[src/rtl/scroll_pkg.sv]
// Shared constants, types and timing-total helpers for the parallax scroll timing block.
package scroll_pkg;

  // Default 640x480@60 timing.
  localparam int DEF_H_ACTIVE = 640;
  localparam int DEF_H_FP     = 16;
  localparam int DEF_H_SYNC   = 96;
  localparam int DEF_H_BP     = 48;
  localparam int DEF_V_ACTIVE = 480;
  localparam int DEF_V_FP     = 10;
  localparam int DEF_V_SYNC   = 2;
  localparam int DEF_V_BP     = 33;

  // Pixel position counters are 10 bits, so a total may not exceed 1024.
  localparam int POS_W     = 10;
  localparam int MAX_TOTAL = 1024;

  // Per-layer speed field width in the packed speed bus.
  localparam int SPEED_W = 4;

  // Default scroll offset width and its type.
  localparam int DEF_OFS_W = 10;
  typedef logic [DEF_OFS_W-1:0] offset_t;

  // Total pixels per line including blanking.
  function automatic int h_total(input int active, input int fp, input int sync, input int bp);
    return active + fp + sync + bp;
  endfunction

  // Total lines per frame including blanking.
  function automatic int v_total(input int active, input int fp, input int sync, input int bp);
    return active + fp + sync + bp;
  endfunction

endpackage

[src/rtl/scroll_offset_acc.sv]
// One wrapping scroll-offset accumulator. The next-offset value is exported so the
// top can register layer_x in the same cycle the new offset becomes current.
module scroll_offset_acc
  import scroll_pkg::*;
#(
  parameter int OFS_W = DEF_OFS_W
) (
  input  logic               clk,
  input  logic               rst_n,
  input  logic               upd_en,
  input  logic               dir,
  input  logic [SPEED_W-1:0] speed,
  output logic [OFS_W-1:0]   ofs_next
);

  logic [OFS_W-1:0] ofs_q;
  logic [OFS_W-1:0] ofs_d;
  logic [OFS_W-1:0] speed_ext;

  // Next offset: add or subtract the zero-extended speed, wrapping mod 2^OFS_W.
  always_comb begin
    speed_ext = OFS_W'(speed);
    ofs_d     = ofs_q;
    if (upd_en) begin
      if (dir) begin
        ofs_d = ofs_q - speed_ext;
      end else begin
        ofs_d = ofs_q + speed_ext;
      end
    end else begin
      ofs_d = ofs_q;
    end
  end

  // Offset register.
  always_ff @(posedge clk or negedge rst_n) begin
    if (!rst_n) begin
      ofs_q <= {OFS_W{1'b0}};
    end else begin
      ofs_q <= ofs_d;
    end
  end

  assign ofs_next = ofs_d;

endmodule

[src/rtl/parallax_scroll_timing.sv]
// Video timing generator with per-layer parallax scroll offsets. Every output is a
// register decoded from the next counter/offset values, so all outputs describe the
// same pixel as hpos/vpos in the same cycle.
module parallax_scroll_timing
  import scroll_pkg::*;
#(
  parameter int H_ACTIVE = DEF_H_ACTIVE,
  parameter int H_FP     = DEF_H_FP,
  parameter int H_SYNC   = DEF_H_SYNC,
  parameter int H_BP     = DEF_H_BP,
  parameter int V_ACTIVE = DEF_V_ACTIVE,
  parameter int V_FP     = DEF_V_FP,
  parameter int V_SYNC   = DEF_V_SYNC,
  parameter int V_BP     = DEF_V_BP,
  parameter int LAYERS   = 2,
  parameter int OFS_W    = DEF_OFS_W
) (
  input  logic                      clk,
  input  logic                      rst_n,
  input  logic                      ena,
  input  logic [SPEED_W*LAYERS-1:0] speed,
  input  logic                      dir,
  input  logic                      pause,
  output logic                      hsync,
  output logic                      vsync,
  output logic                      display_on,
  output logic [POS_W-1:0]          hpos,
  output logic [POS_W-1:0]          vpos,
  output logic                      frame_tick,
  output logic [OFS_W*LAYERS-1:0]   layer_x
);

  localparam int H_TOTAL = h_total(H_ACTIVE, H_FP, H_SYNC, H_BP);
  localparam int V_TOTAL = v_total(V_ACTIVE, V_FP, V_SYNC, V_BP);

  if (H_TOTAL > MAX_TOTAL || V_TOTAL > MAX_TOTAL) begin : g_bad_timing
    $error("parallax_scroll_timing: H_TOTAL/V_TOTAL exceed 1024");
  end
  if (LAYERS < 1 || LAYERS > 4) begin : g_bad_layers
    $error("parallax_scroll_timing: LAYERS must be 1..4");
  end

  localparam logic [POS_W-1:0] H_LAST   = POS_W'(H_TOTAL - 1);
  localparam logic [POS_W-1:0] V_LAST   = POS_W'(V_TOTAL - 1);
  // Decode bounds are one bit wider so an end bound of exactly 1024 is representable.
  localparam logic [POS_W:0]   H_ACT_E  = (POS_W+1)'(H_ACTIVE);
  localparam logic [POS_W:0]   HS_START = (POS_W+1)'(H_ACTIVE + H_FP);
  localparam logic [POS_W:0]   HS_END   = (POS_W+1)'(H_ACTIVE + H_FP + H_SYNC);
  localparam logic [POS_W:0]   V_ACT_E  = (POS_W+1)'(V_ACTIVE);
  localparam logic [POS_W:0]   VS_START = (POS_W+1)'(V_ACTIVE + V_FP);
  localparam logic [POS_W:0]   VS_END   = (POS_W+1)'(V_ACTIVE + V_FP + V_SYNC);

  logic [POS_W-1:0]        h_q, h_d;
  logic [POS_W-1:0]        v_q, v_d;
  logic                    hsync_q, hsync_d;
  logic                    vsync_q, vsync_d;
  logic                    display_on_q, display_on_d;
  logic                    frame_tick_q, frame_tick_d;
  logic [OFS_W*LAYERS-1:0] layer_x_q, layer_x_d;
  logic [OFS_W*LAYERS-1:0] ofs_nxt;
  logic                    upd_en;

  // Pixel/line counters: advance only when enabled, line wraps bump the line counter.
  always_comb begin
    h_d = h_q;
    v_d = v_q;
    if (ena) begin
      if (h_q == H_LAST) begin
        h_d = {POS_W{1'b0}};
        if (v_q == V_LAST) begin
          v_d = {POS_W{1'b0}};
        end else begin
          v_d = v_q + POS_W'(1);
        end
      end else begin
        h_d = h_q + POS_W'(1);
        v_d = v_q;
      end
    end else begin
      h_d = h_q;
      v_d = v_q;
    end
  end

  // Offsets move only on the edge that leaves the last pixel of a frame, so the new
  // values appear exactly at 0,0; a frozen last pixel still updates once on resume.
  always_comb begin
    upd_en = 1'b0;
    if (ena && !pause && (h_q == H_LAST) && (v_q == V_LAST)) begin
      upd_en = 1'b1;
    end else begin
      upd_en = 1'b0;
    end
  end

  for (genvar i = 0; i < LAYERS; i++) begin : g_layer
    scroll_offset_acc #(
      .OFS_W (OFS_W)
    ) u_acc (
      .clk      (clk),
      .rst_n    (rst_n),
      .upd_en   (upd_en),
      .dir      (dir),
      .speed    (speed[i*SPEED_W +: SPEED_W]),
      .ofs_next (ofs_nxt[i*OFS_W +: OFS_W])
    );
  end

  // Output decode from next-state values; when disabled the inputs to the decode hold,
  // so the decode reproduces the held outputs, except frame_tick which is forced low.
  always_comb begin
    hsync_d      = ~(({1'b0, h_d} >= HS_START) && ({1'b0, h_d} < HS_END));
    vsync_d      = ~(({1'b0, v_d} >= VS_START) && ({1'b0, v_d} < VS_END));
    display_on_d = ({1'b0, h_d} < H_ACT_E) && ({1'b0, v_d} < V_ACT_E);
    if (ena) begin
      frame_tick_d = (h_d == H_LAST) && (v_d == V_LAST);
    end else begin
      frame_tick_d = 1'b0;
    end
    layer_x_d = {(OFS_W*LAYERS){1'b0}};
    for (int i = 0; i < LAYERS; i++) begin
      layer_x_d[i*OFS_W +: OFS_W] = OFS_W'(h_d) + ofs_nxt[i*OFS_W +: OFS_W];
    end
  end

  // State and output registers.
  always_ff @(posedge clk or negedge rst_n) begin
    if (!rst_n) begin
      h_q          <= {POS_W{1'b0}};
      v_q          <= {POS_W{1'b0}};
      hsync_q      <= 1'b1;
      vsync_q      <= 1'b1;
      display_on_q <= 1'b1;
      frame_tick_q <= 1'b0;
      layer_x_q    <= {(OFS_W*LAYERS){1'b0}};
    end else begin
      h_q          <= h_d;
      v_q          <= v_d;
      hsync_q      <= hsync_d;
      vsync_q      <= vsync_d;
      display_on_q <= display_on_d;
      frame_tick_q <= frame_tick_d;
      layer_x_q    <= layer_x_d;
    end
  end

  assign hpos       = h_q;
  assign vpos       = v_q;
  assign hsync      = hsync_q;
  assign vsync      = vsync_q;
  assign display_on = display_on_q;
  assign frame_tick = frame_tick_q;
  assign layer_x    = layer_x_q;

endmodule
[config.mk]
export PLATFORM = sky130hd
export DESIGN_NAME = parallax_scroll_timing
export DESIGN_NICKNAME = d
export VERILOG_FILES = /design/src/rtl/scroll_pkg.sv /design/src/rtl/scroll_offset_acc.sv /design/src/rtl/parallax_scroll_timing.sv
export SDC_FILE = /design/constraint.sdc
export NUM_CORES = 1
export LEC_CHECK = 0
export ABC_AREA = 0
export BUFFER_PORTS_ARGS = -buffer_cell sky130_fd_sc_hd__buf_2
export CORE_MARGIN = 2
export CORE_UTILIZATION = 55
export DETAILED_ROUTE_END_ITERATION = 8
export PLACE_DENSITY = 0.83
export SYNTH_ARGS = -nofsm -noshare
export SYNTH_HDL_FRONTEND = slang
export SYNTH_SLANG_ARGS = --single-unit
[constraint.sdc]
create_clock -name clk -period 5.7 [get_ports clk]
set_clock_uncertainty 0.1 [all_clocks]
set_input_delay 1.71 -clock clk [delete_from_list [all_inputs] [get_ports clk]]
set_output_delay 1.71 -clock clk [all_outputs]
set_load 0.01 [all_outputs]
Word level (Yosys, flattened, before mapping):

Cells that the tools add are included.

* add/sub/neg operators: 8
* $lt $le $gt $ge: 6
* equal/unequal tests: 4
* multiplexer cells: 11
* bitwise operators: 2
* reduce and logical (&&, ||, !) cells: 8

Operators by type and width (number)
* $mux 10: 9
* $eq 10x10->1 const B: 4
* $add 10x1->10 const B: 2
* $add 10x10->10: 2
* $add 10x4->10: 2
* $lt 10x10->1 const B: 2
* $lt 10x9->1 const B: 2
* $sub 10x4->10: 2
* $ge 10x10->1 const B: 1
* $ge 10x9->1 const B: 1
* $logic_and 1x1->1: 7
* $mux 1: 2
* $not 1->1: 2
* $logic_not 1->1: 1

* register bits: 64
* output and inout port bits: 44
* word-level logic and storage cells: 48

Depth between registers and ports, before layout:

* depth after elaboration: 7
* gate-level depth with buffers: 20
* depth with buffers taken out: 20

Hierarchy:

A second synthesis with hierarchy kept.

* cell total of the unflattened synthesis: 430
* area, all modules: 4306.6 µm²

Modules (own cells, without submodules)
* parallax_scroll_timing: instances 1, cells each 256, area an instance 2597.5 µm², sequential area each 1104.8 µm²
* scroll_offset_acc: instances 2, cells each 87, area an instance 854.6 µm², sequential area each 250.2 µm²

Least setup slack after synthesis:

Ideal clock, no wire load.

* path kind: in2reg
* start: input port dir
* end: register layer_x_q[9] (netlist: layer_x[9])
* arrival time: 4.988 ns
* setup slack: 0.490 ns
* stages: 18
* cell sequence: clkbuf_1 > mux2_2 > inv_1 > ha_1 > nor2b_1 > o31a_1 > o21a_1 > o21ai_1 > a21oi_1 > o21a_1 > o31ai_1 > ha_1 > o21ai_1 > nand2b_1 > a21oi_1 > a21oi_1 > or3_1 > o2111a_1

* longest elaborated chain between the ends: 3

RTL lines
* start: declaration: line parallax_scroll_timing.sv:22 `input logic dir,`
* $mux 10: line scroll_offset_acc.sv:25 `if (dir) begin`
* $mux 10: line scroll_offset_acc.sv:24 `if (upd_en) begin`
* net g_layer[0].u_acc.ofs_next[7]: line scroll_offset_acc.sv:13 `output logic [OFS_W-1:0] ofs_next`
* $add 10x10->10: line parallax_scroll_timing.sv:122 `layer_x_d[i*OFS_W +: OFS_W] = OFS_W'(h_d) + ofs_nxt[i*OFS_W +: OFS_W];`
* net layer_x_d[9]: line parallax_scroll_timing.sv:59 `logic [OFS_W*LAYERS-1:0] layer_x_q, layer_x_d;`
* end signal: assignment: line parallax_scroll_timing.sv:135 `layer_x_q <= {(OFS_W*LAYERS){1'b0}};`
* end signal: assignment: line parallax_scroll_timing.sv:143 `layer_x_q <= layer_x_d;`
* end: declaration: line parallax_scroll_timing.sv:59

The timed path passes the listed nets, and every way through them passes these cells.

Worst setup path after layout:

* start: input port speed[0]
* end: register layer_x_q[9] (netlist: layer_x[9])

* longest elaborated chain between the ends: 4

RTL lines
* start: declaration: line parallax_scroll_timing.sv:21 `input logic [SPEED_W*LAYERS-1:0] speed,`
* $add 10x4->10 or $sub 10x4->10 (tied branches): line scroll_offset_acc.sv:28, scroll_offset_acc.sv:26
* $mux 10 *: line scroll_offset_acc.sv:25
* $mux 10 *: line scroll_offset_acc.sv:24
* net g_layer[0].u_acc.ofs_next[7]: line scroll_offset_acc.sv:13
* $add 10x10->10 *: line parallax_scroll_timing.sv:122
* net layer_x_d[9]: line parallax_scroll_timing.sv:59

Mark *: on every way through the listed nets, which the timed path passes. The rest lies on a longest branch.

==> results.toml <==
[run_status]
status = "finished clean"

[global_route]
grt_max_degree = 39
gr-total-overflow = 0
antenna_found_initial = 0
grt_pass1_wl_um = 16100
grt_pass1_vias = 3512
grt_usage = 0.240

[synthesis]
syn_avg_cell_area_sq_um = 9.34
async_flop_share = 1.00
synth-seq-cells = 64
synth_edf_count = 0
yosysSeqAreaShare = 0.375
ys_warn_count = 0
ys.flop_type = "dfrtp_1"
netlist-cell-type-count = 58
syn_nets = 520
netlist_instances = 459
syn_area_sq_um = 4290

[detailed_routing]
vias = 3627
viasPerCell = 5.76
wirelength_um = 9560
wl_met3_um = 394
dr_wl_met2_um = 4880
wl_met1_um = 3970
drc = 0
first_pass_iters = 5
top_layer = "met4"
post_drt_wl_per_cell_um = 15.2
ant_nets = 0
drt_iter0_markers = 192

[sta]
hold_slack_ns = 0.405
final.setup.tns_ns = 0
finalCritPeriodShare = 0.904
finalSetupViolations = 0
slew-limit-headroom = 0.605
worst-slew-pin-transition_ns = 0.587
fin_crit_ns = 5.15
timing.fmax_mhz = 194
finalHoldViolations = 0
rsz0062_at_grt = "no"
slew_viol_final = 0

[power_and_ir_drop]
ir_worst_vdd_uv = 128
leakage_nw = 2.49
pwr_density_cell_nw_per_um2 = 263

[clock_network]
cts_sinks = 64
htree_levels = 3
root_buffer = "clkbuf_8"
clk_path_buf_depth = 2
clk_latency_ns = 0.34
path_clk_slew_ns = 0.07
cts_buffers = 9
hold_buffers = 0
cts_resized = 0
cts_setup_buffers = 0
cts_tree = "done"

[placed_design]
place_inst = 614
portBuffers = 56
gp_congestion = 0.904
post-dp-hpwl_um = 7500

[finish]
layoutNonFillerInstCount = 630
antenna_cells = 0
drive_above_1_share = 0.178
syn2layout_area_growth_pct = 14.6
final_cell_mix = "dfrtp_1 (61), buf_2 (56), nand2_1 (54)"
mostFrequentLayoutCell = "dfrtp_1"
fin_nets = 584

[die]
fp-row-count = 32
start_util = 0.560
die_area_sq_um = 8510
coreArea_sq_um = 7650
dieWidth_um = 92.3
die_h_um = 92.3
io-pin-count = 57

[critical_path]
cp_max_fo = 4
worstSetupStartpointType = "primary input"
crit_start = "speed[0]"
crit_type = "in2reg"
end_kind = "flop"
r2r_slack_ns = 1.36
rr_startpoint = "vpos[0]"
arrival_ns = 5.28
cp_data_required_time_ns = 5.83

[worst_hold_path]
hp-start = "g_layer[1].u_acc.ofs_q[9]"
hold_class = "reg2reg"

[job]
max-cap-violations = 0
## through the flow
stage               area [sq um]  total power, mW  setup WS, ns  utilization
floorplan                   4290            0.760         0.490            -
global placement            4700            0.890         0.371        0.615
detailed placement          4700            0.904         0.235        0.615
CTS                         4910             1.30         0.585        0.642
global route                4910             1.37         0.343        0.642
finish                      4910             1.29         0.549        0.642
## cells in the mapped netlist (4+ instances only)
| cell | number | area (sq um) |
|---|---|---|
| xor2_1 | 12 | 105 |
| fa_1 | 4 | 80.1 |
| a21oi_1 | 28 | 140 |
| clkbuf_1 | 6 | 22.5 |
| a21o_1 | 7 | 52.6 |
| o21a_1 | 12 | 90.1 |
| xnor2_1 | 23 | 201 |
| ha_1 | 44 | 551 |
| and3_1 | 6 | 37.5 |
| nor2_1 | 24 | 90.1 |
| nand2b_1 | 4 | 25.0 |
| o31ai_1 | 9 | 67.6 |
| nor3_1 | 10 | 50.1 |
| o21ai_0 | 6 | 30.0 |
| nand3_1 | 13 | 65.1 |
| nand4_1 | 8 | 50.1 |
| nor2b_1 | 4 | 25.0 |
| inv_1 | 30 | 113 |
| nand2_1 | 54 | 203 |
| o21ai_1 | 29 | 145 |
| and4_1 | 5 | 43.8 |
| buf_2 | 4 | 20.0 |
| or3_1 | 5 | 31.3 |
| dfrtp_1 | 61 | 1530 |
## final timing paths
path                                              to  cells after the start
setup / recovery                          layer_x[9]                     20
setup reg to reg                          layer_x[9]                     15
min in group asynchronous                    vpos[8]                      1
hold reg to reg            g_layer[1].u_acc.ofs_q[9]                      1
max in group asynchronous  g_layer[1].u_acc.ofs_q[3]                      2
hold / removal             g_layer[1].u_acc.ofs_q[9]                      1
## where the power goes
part	internal (mW)	total, mW	switching (mW)
combinational	0.148	0.352	0.203
sequential	0.507	0.545	0.0378
clock	0.224	0.393	0.169
## worst max-delay path: stages
cell and delay [ns]:
buf_2 0.10, inv_1 0.04, ha_1 0.28, mux2_2 0.29
inv_1 0.06, ha_1 0.21, nor2b_1 0.14, o31a_1 0.26
o21a_1 0.19, o21ai_1 0.11, a21oi_1 0.09, o21a_1 0.17
o31ai_1 0.30, ha_1 0.34, o21ai_1 0.11, nand2b_1 0.07
a21oi_1 0.15, a21oi_1 0.10, or3_1 0.41, o2111a_1 0.14
## state kept, by name, indices dropped and copies added, names as in the netlist
signal	cells
frame_tick	1
vsync	1
hsync	1
vpos	10
layer_x	20
hpos	10
g_layer.u_acc.ofs_q	20
display_on	1
## cells by family (layout without fill, tap and decap cells)
kind of cell | count (synthesis) | count (layout) | share of synthesized area
buf+inv | 40 | 109 | 0.0362
fa+ha+maj | 48 | 48 | 0.147
flops | 64 | 64 | 0.375
mux | 5 | 5 | 0.0123
xor+xnor | 37 | 37 | 0.0806
compound gates | 114 | 114 | 0.170
simple gates | 151 | 151 | 0.179
## cell type report
class,count,area [sq um]
repair buffers,63,333
well taps,102,128
multi-input cells,355,2520
fillers,605,2740
inverters,30,113
flip-flops and latches,64,1610
clock buffers,11,151
clock inverters,5,55.1
## layer usage
layer / track usage / vias to the layer above
li1: - / 1769
met5: 0 / -
met2: 0.401 / 88
met1: 0.303 / 1742
met3: 0.0468 / 28
met4: 0.107 / 0
No activity file was read; power rests on OpenSTA's default activity.
